$ cat config.mk
export PLATFORM = sky130hd
export DESIGN_NAME = wb_arbiter
export DESIGN_NICKNAME = d
export VERILOG_FILES = /design/src/rtl/wb_arbiter_pkg.sv /design/src/rtl/wb_arbiter_load_extend.sv /design/src/rtl/wb_arbiter.sv
export SDC_FILE = /design/constraint.sdc
export NUM_CORES = 1
export LEC_CHECK = 0
export ABC_AREA = 1
export CAP_MARGIN = 20
export CORE_ASPECT_RATIO = 0.7
export CORE_MARGIN = 4
export CORE_UTILIZATION = 42
export CTS_CLUSTER_DIAMETER = 100
export CTS_CLUSTER_SIZE = 12
export DETAILED_ROUTE_END_ITERATION = 10
export PLACE_DENSITY = 0.83
export SLEW_MARGIN = 15
export SYNTH_ARGS = -nofsm -noshare
export SYNTH_HDL_FRONTEND = slang
export SYNTH_SLANG_ARGS = --single-unit
$ cat constraint.sdc
create_clock -name clk -period 1.7 [get_ports clk]
set_clock_uncertainty 0.15 [all_clocks]
set_input_delay 0.255 -clock clk [delete_from_list [all_inputs] [get_ports clk]]
set_output_delay 0.255 -clock clk [all_outputs]
set_load 0.05 [all_outputs]
$ cat src/rtl/wb_arbiter_pkg.sv
// wb_arbiter_pkg: shared register-bus types, write-enable/zero constants and load funct3 codes.
package wb_arbiter_pkg;
   typedef logic [31:0] RegBus;
   typedef logic [4:0]  RegAddrBus;
   localparam logic       WriteEnable = 1'b1;
   localparam RegBus      ZeroWord    = 32'h0000_0000;
   localparam logic [2:0] F3_LB  = 3'b000;
   localparam logic [2:0] F3_LH  = 3'b001;
   localparam logic [2:0] F3_LW  = 3'b010;
   localparam logic [2:0] F3_LBU = 3'b100;
   localparam logic [2:0] F3_LHU = 3'b101;
endpackage

$ cat src/rtl/wb_arbiter_load_extend.sv
// load_extend: selects the addressed byte/halfword of an aligned load word and sign/zero extends it.
module load_extend
   import wb_arbiter_pkg::*;
(
   input  logic [31:0] ld_raw,
   input  logic [2:0]  ld_funct3,
   input  logic [1:0]  ld_offset,
   output logic [31:0] ld_data
);
   logic [7:0]  b;
   logic [15:0] h;
   always_comb begin
      b = ld_raw[{ld_offset, 3'b000} +: 8];
      h = ld_offset[1] ? ld_raw[31:16] : ld_raw[15:0];
      ld_data = (ld_funct3 == F3_LB)  ? {{24{b[7]}}, b}  :
                (ld_funct3 == F3_LBU) ? {24'h0, b}       :
                (ld_funct3 == F3_LH)  ? {{16{h[15]}}, h} :
                (ld_funct3 == F3_LHU) ? {16'h0, h}       : ld_raw;
   end
endmodule

$ cat src/rtl/wb_arbiter.sv
// wb_arbiter: round-robin ALU/load writeback arbiter driving the register file write port,
// plus a pending-write scoreboard for decode-stage RAW hazard detection.
module wb_arbiter
   import wb_arbiter_pkg::*;
#(
   parameter int REG_W  = 32,
   parameter int REG_AW = 5
) (
   input  logic              clk,
   input  logic              rst,
   input  logic              rdy,
   input  logic              alu_valid,
   output logic              alu_ready,
   input  logic [REG_AW-1:0] alu_rd,
   input  logic [REG_W-1:0]  alu_data,
   input  logic              ld_valid,
   output logic              ld_ready,
   input  logic [REG_AW-1:0] ld_rd,
   input  logic [REG_W-1:0]  ld_raw,
   input  logic [2:0]        ld_funct3,
   input  logic [1:0]        ld_offset,
   input  logic              iss_valid,
   input  logic [REG_AW-1:0] iss_rd,
   output logic              we,
   output logic [REG_AW-1:0] waddr,
   output logic [REG_W-1:0]  wdata,
   output logic [31:0]       pending
);
   logic              last_ld_q, last_ld_d, we_q, we_d, xfer;
   logic [REG_AW-1:0] waddr_q, waddr_d, sel_rd;
   logic [REG_W-1:0]  wdata_q, wdata_d, sel_data, ld_data;
   logic [31:0]       pending_q, pending_d;
   load_extend u_load_extend (
      .ld_raw   (ld_raw),
      .ld_funct3(ld_funct3),
      .ld_offset(ld_offset),
      .ld_data  (ld_data)
   );
   always_comb begin
      alu_ready = !rst && rdy && alu_valid && (!ld_valid || last_ld_q);
      ld_ready  = !rst && rdy && ld_valid && (!alu_valid || !last_ld_q);
      xfer      = alu_ready || ld_ready;
      sel_rd    = ld_ready ? ld_rd : alu_rd;
      sel_data  = ld_ready ? ld_data : alu_data;
      last_ld_d = xfer ? ld_ready : last_ld_q;
      we_d      = (xfer && sel_rd != '0) ? WriteEnable : 1'b0;
      waddr_d   = we_d ? sel_rd : waddr_q;
      wdata_d   = we_d ? sel_data : wdata_q;
   end
   // A fresh issue to the register being committed this edge must stay pending.
   always_comb begin
      pending_d = pending_q;
      if (we_q) pending_d[waddr_q] = 1'b0;
      if (iss_valid && iss_rd != '0) pending_d[iss_rd] = 1'b1;
      pending_d[0] = 1'b0;
   end
   always_ff @(posedge clk) begin
      if (rst) begin
         last_ld_q <= 1'b1;
         we_q      <= 1'b0;
         waddr_q   <= '0;
         wdata_q   <= ZeroWord;
         pending_q <= '0;
      end else if (rdy) begin
         last_ld_q <= last_ld_d;
         we_q      <= we_d;
         waddr_q   <= waddr_d;
         wdata_q   <= wdata_d;
         pending_q <= pending_d;
      end
   end
   assign we      = we_q;
   assign waddr   = waddr_q;
   assign wdata   = wdata_q;
   assign pending = pending_q;
endmodule

==> run summary, run 1 <==
Initial drt markers -> 681
Via/cell ratio -> 5.12
CTS Buffer Depth -> 2
Total GRT Usage -> 0.266
Number of buffers created by CTS -> 9
P_int -> 3.67 mW
Yosys warning count -> 0
Number of synthesized flops with an enable pin -> 0
Layout cell share with drive strength beyond 1 -> 0.235
Pleak -> 3.62 nW
Critical path endpoint category -> flop
Diodes inserted -> 0
Worst EP required -> 1.82 ns
Fin nets -> 1081
FFs w/ async S/R, synth -> 0
Sw Ratio -> 0.313
Hold buffers post-CTS -> 0
Post-synth top cells -> nand2_1, nand3_1, inv_1
Logic gate share of total power -> 0.287
Die W -> 133 um
R2R depth -> 10
Kind of critical path -> reg -> reg
Fin Hold WS -> 0.326 ns
Psw -> 1.67 mW
Most numerous cell in the Yosys netlist -> nand2_1
Hold crit path type -> reg -> reg
Num rows -> 31
Die height -> 95.5 um
Syn Nets -> 865
Antenna-violating nets left -> 0
CORE AREA -> 10500 um^2
Vias in the first global route -> 5296
Final setup TNS -> -0.720 ns
Finished Layout Cells -> 1144
Maximum fanout along the worst path -> 36
Hold Vio Cnt, Final -> 0
FMAX -> 568 MHz
Dominant cell type by area after synthesis -> dfxtp_1
Initial Util -> 0.437
Via Count -> 5858
Slack of the critical path -> -0.0608 ns
PD cells -> 731 nW/um^2
Global route overflow -> 0
Residual DRC -> 0
Mean area per synthesized cell -> 5.93 um^2
Post-synth top flop -> dfxtp_1
Worst Setup SP -> last_ld_q
Detailed Route WL -> 17600 um
DP HPWL -> 13200 um
Largest net degree at the start of global routing -> 39
Final count of negative-setup-slack endpoints -> 32
Fillers -> 906
First-pass GRT wire length -> 27000 um
Worst path arrival time -> 1.88 ns
Cell area after synthesis -> 4600 um^2
CP Capture Point -> wdata[27]
Gpl congestion -> 0.952
Wire per inst -> 15.4 um
DRT Pass-1 Iters -> 5
Buffers on Ports -> 160
RSZ-0062 raised after global routing -> yes
VDD IR max -> 0.561 mV
Top-area cell type share of the netlist area -> 0.305
Reg-to-reg critical path endpoint -> wdata[27]
Worst reg2reg path startpoint -> last_ld_q
FF-to-FF setup slack -> -0.06 ns
Die area -> 12700 um^2
Min Tclk post-route -> 1.76 ns
Failing checks -> setup timing
Max cap viols -> 0
Seq cells post-synth -> 70
Outcome -> complete, but fails checks
Synthesized instance count -> 775
# clock sinks -> 70
Synth area leaders -> dfxtp_1, nand2_1, nand3_1, inv_1, nor2_1
H-tree Lvls -> 3
Hold Path Stages -> 2
Sequential fraction of the synthesis area -> 0.305
TritonCTS clock tree -> built
Top Ports -> 162
Cells after DPL -> 1119
Seq pwr share -> 0.333
Clock transition at path regs -> 0.06 ns
Initial antenna violation count -> 0
Area Growth Syn to Fin -> 59.0%
Root Driver -> clkbuf_16
Yosys cell types -> 30
Clock power frac -> 0.380
Tcrit/Tclk final -> 1.04
Worst skew pair latency -> 0.33 ns
Pins over their slew limit -> 0
Crit path launch type -> flop
[state kept, by name (all words and copies together), names as in the netlist]
register and count:
we 1, waddr 5, wdata 32, pending 31
last_ld_q 1
[cells by family (layout without fill, tap and decap cells)]
family | Yosys count | in the layout | share of synthesized area
other | 1 | 1 | 0.000816
buffers and inverters | 127 | 347 | 0.121
AO/OA/AOI/OAI | 75 | 75 | 0.0898
flip-flops | 70 | 70 | 0.305
AND/OR/NAND/NOR | 502 | 503 | 0.484
[cell type report]
type                            instances  area [um^2]  area share
Clock buffer                            9          225      0.0308
Clock inverter                          7         98.8      0.0135
Inverter                               86          333      0.0456
Multi-Input combinational cell        579         2730       0.374
Sequential cell                        70         1400       0.192
Tap cell                              148          185      0.0253
Timing Repair Buffer                  245         2330       0.319
[critical path, stage by stage, from the launching register on]
cell,delay [ns]
dfxtp_2,0.33
nand2_4,0.11
buf_6,0.10
nand4_1,0.11
nand2_2,0.12
inv_2,0.05
nor2_4,0.19
nand2_8,0.20
nand3_1,0.14
nand2_1,0.07
nor2_1,0.11
[worst min-delay path by stage]
| stage | from | endpoint | slack (ns) |
|---|---|---|---|
| floorplan | iss_rd[0] | pending[20] | 0.30 |
| global placement | wdata[27] | wdata[27] | 0.30 |
| detailed placement | wdata[25] | wdata[25] | 0.32 |
| CTS | pending[18] | pending[18] | 0.33 |
| global route | wdata[14] | wdata[14] | 0.36 |
| finish | wdata[21] | wdata[21] | 0.33 |
[placed cells by master (no fill, tap or decap), types with 3 or more instances in the layout]
cell type,netlist,routed
buf_12,0,19
nor3_2,0,6
clkinv_4,0,3
inv_1,78,76
clkbuf_16,0,10
dfxtp_1,70,69
o21ai_0,32,31
inv_2,6,6
a21oi_1,32,32
nor2_1,76,76
buf_4,4,132
nand4_1,10,10
clkdlybuf4s50_1,0,81
nand2_2,1,9
nand3_1,133,132
nor2_4,5,5
clkinv_2,0,3
a21boi_0,7,5
nand2_1,236,227
buf_6,6,4
or2_2,23,23
nor3_1,14,8
dlygate4sd2_1,0,5
[power by group through the flow]
stage	sequential (mW)	combinational [mW]	clock, mW
global route	1.78	1.65	2.13
detailed placement	1.81	1.48	0
CTS	1.77	1.50	2.05
finish	1.78	1.53	2.03
global placement	1.81	1.46	0
floorplan	2.04	0.573	0
[timing repair]
| item | 4_1_cts | 5_1_grt |
|---|---|---|
| gates cloned | 1 | 1 |
| setup endpoints to repair | 63 | 62 |
| pin swaps | 3 | 4 |
| gates resized for setup | 20 | 21 |
| setup buffers | 7 | 1 |
[stage by stage]
step           power [mW]  area (um^2)  worst slack, ns   util
3_3_place_gp         3.27         6800           -0.563  0.647
6_report             5.34         7310          -0.0608  0.695
2_1_floorplan        2.62         4630          -0.0758      -
5_1_grt              5.56         7310           -0.181  0.695
4_1_cts              5.32         7210          -0.0144  0.686
3_5_place_dp         3.29         6800           -0.663  0.647
[metal layers]
metal	vias up	part of all wire	GRT usage	wire, um
met5	-	0	0	0
met4	0	0.016	0.0735	289
met1	2633	0.47	0.389	8220
met3	25	0.096	0.0654	1680
met2	291	0.42	0.386	7410
li1	2909	-	-	-
No activity file was read; power rests on OpenSTA's default activity.
==> run 2: changes to the inputs <==
--- a/config.mk
+++ b/config.mk
@@ -14,7 +14,8 @@
 export CTS_CLUSTER_SIZE = 12
 export DETAILED_ROUTE_END_ITERATION = 10
 export PLACE_DENSITY = 0.83
-export SLEW_MARGIN = 15
+export SETUP_SLACK_MARGIN = 0.15
+export SLEW_MARGIN = 20
 export SYNTH_ARGS = -nofsm -noshare
 export SYNTH_HDL_FRONTEND = slang
 export SYNTH_SLANG_ARGS = --single-unit
==> run 2 against run 1 <==
The flow still finishes with violations (setup timing); critical path depth is 2 higher; clock power is 2% higher; combinational power is 20% higher; non-clock buffer count is 31 higher; worst setup slack worse by 0.17 ns; global-route usage is 4.1 points higher.
==> run summary, run 2 (same netlist as run 1, synthesis figures left out) <==
DP HPWL -> 13200 um (about the same)
WP buf/inv -> 3 (+1)
Most common cell on crit path -> nand2_2
Worst-path cell chain -> nand2_4 -> nand4_4 -> buf_6 -> nand2_2 -> nand2_2 -> nand2_2 -> nor2_4 -> a21oi_4 -> buf_6 -> clkbuf_16 -> nor2_4 -> nor2_1
Layout cell share with drive strength beyond 1 -> 0.333 (+0.0984)
Total GRT Usage -> 0.306 (+0.0405)
Fin nets -> 1117 (+3.3%)
CTS Buffer Depth -> 2 (unchanged)
# clock sinks -> 70 (unchanged)
Die W -> 133 um (unchanged)
Cells after DPL -> 1125 (+0.54%)
Crit path max-delay cell type -> dfxtp_2
Commonest non-fill, non-tap cell in the layout -> nand2_1
Hold Vio Cnt, Final -> 0 (unchanged)
Via Count -> 6707 (+14%)
Placed Instance Area -> 6810 um^2 (about the same)
Tcrit/Tclk final -> 1.14 (+0.0998)
Antenna-violating nets left -> 0 (unchanged)
Largest net degree at the start of global routing -> 39 (unchanged)
First-pass GRT wire length -> 30800 um (+14%)
Pleak -> 3.97 nW (+9.5%)
Finished Layout Cells -> 1180 (+3.1%)
Failing checks -> setup timing
Initial antenna violation count -> 0 (unchanged)
TritonCTS clock tree -> built
Power, Total -> 5.72 mW (+7.1%)
Residual DRC -> 0 (unchanged)
Final count of negative-setup-slack endpoints -> 39 (+22%)
Pre-CTS setup slack -> -0.616 ns (+0.0471 ns)
Max cap viols -> 0 (unchanged)
Met2 WL -> 9800 um (+32%)
Critical path endpoint category -> flop
Global route overflow -> 0 (unchanged)
Initial Util -> 0.437 (unchanged)
Min Tclk post-route -> 1.93 ns (+0.170 ns)
Number of buffers created by CTS -> 9 (unchanged)
Fin area -> 8130 um^2 (+11%)
Maximum fanout along the worst path -> 8 (-78%)
Via/cell ratio -> 5.68 (+11%)
Slack of the critical path -> -0.230 ns (-0.170 ns)
Largest register FFs -> 32 (unchanged)
RSZ-0062 raised after global routing -> yes
VDD IR max -> 0.476 mV (-15%)
Wire per inst -> 19.3 um (+26%)
Gpl congestion -> 1.03 (+8.1%)
Die area -> 12700 um^2 (unchanged)
Worst path arrival time -> 2.04 ns (+0.16 ns)
Crit path largest cell delay -> 0.33 ns (about the same)
Area Growth Syn to Fin -> 76.9%
Initial drt markers -> 877 (+29%)
Hold crit path type -> in -> reg
Vias in the first global route -> 5905 (+11%)
Outcome -> complete, but fails checks
Met3 Wirelength -> 3030 um (+80%)
Clock transition at path regs -> 0.06 ns (about the same)
Buffers on Ports -> 160 (unchanged)
Fin Hold WS -> 0.310 ns (-0.0162 ns)
Most frequent cells in the layout -> nand2_1, buf_4, nand3_1, clkdlybuf4s50_1, inv_1
H-tree Lvls -> 3 (unchanged)
Crit path launch type -> flop
Worst EP required -> 1.81 ns (about the same)
Highest routed layer -> met4
DRT Pass-1 Iters -> 6 (+1)
Die height -> 95.5 um (unchanged)
Num rows -> 31 (unchanged)
Met1 Routed Length -> 8930 um (+8.7%)
CORE AREA -> 10500 um^2 (unchanged)
FMAX -> 518 MHz (-8.8%)
PD cells -> 704 nW/um^2 (-3.7%)
Kind of critical path -> reg -> reg
Detailed Route WL -> 22800 um (+30%)
Top Ports -> 162 (unchanged)
Diodes inserted -> 0 (unchanged)
Pins over their slew limit -> 0 (unchanged)
Root Driver -> clkbuf_16
Worst skew pair latency -> 0.34 ns (about the same)
Crit path max-delay family -> simple AND/OR/NAND/NOR gates
## run 2: path summary, 6_finish.rpt
path,start,endpoint,slack (ns),cells after the start
min reg2reg,wdata[25],wdata[25],0.32,2
min,iss_rd[0],pending[20],0.31,5
max reg2reg,last_ld_q,waddr[1],-0.23,12
max,last_ld_q,waddr[1],-0.23,12
## run 2: layer usage
layer  up-vias  track usage
met5         -            0
met4         0        0.112
met3       127       0.0923
met2       578        0.455
met1      3015        0.419
li1       2987            -
## run 2: repair_timing
| item | 4_1_cts | 5_1_grt |
|---|---|---|
| gates cloned | 8 | 6 |
| endpoints found under the hold margin | 0 | 0 |
| setup buffers | 19 | 6 |
| setup endpoints to repair | 71 | 71 |
| hold buffers | 0 | 0 |
| pin swaps | 14 | 27 |
| gates resized for setup | 66 | 98 |
## run 2: through the flow
stage	util	TNS, ns
3_5_place_dp	0.648	-34.05
4_1_cts	0.727	-0.886
3_3_place_gp	0.648	-31.46
6_report	0.773	-6.22
5_1_grt	0.773	-8.48
2_1_floorplan	-	-1.99
## run 2: worst register-to-register path: cells and delay by family (launching register included)
family	cells	cell delay, ns
AOI/OAI and AO/OA	1	0.19
and+or+nand+nor	8	0.68
DFF	1	0.33
buffers and inverters	3	0.51
## run 2: layout make-up
| type | count | area (um^2) |
|---|---|---|
| Multi-Input combinational cell | 584 | 3130 |
| Tap cell | 148 | 185 |
| Timing Repair Buffer | 276 | 2750 |
| Fill cell | 708 | 2380 |
| Inverter | 86 | 333 |
| Clock buffer | 9 | 225 |
| Sequential cell | 70 | 1410 |
| Clock inverter | 7 | 97.6 |
## run 2: power breakdown
part | switching [mW] | total, mW | internal, mW
Clock | 0.793 | 2.08 | 1.29
Combinational | 1.03 | 1.83 | 0.799
Sequential | 0.0877 | 1.80 | 1.72
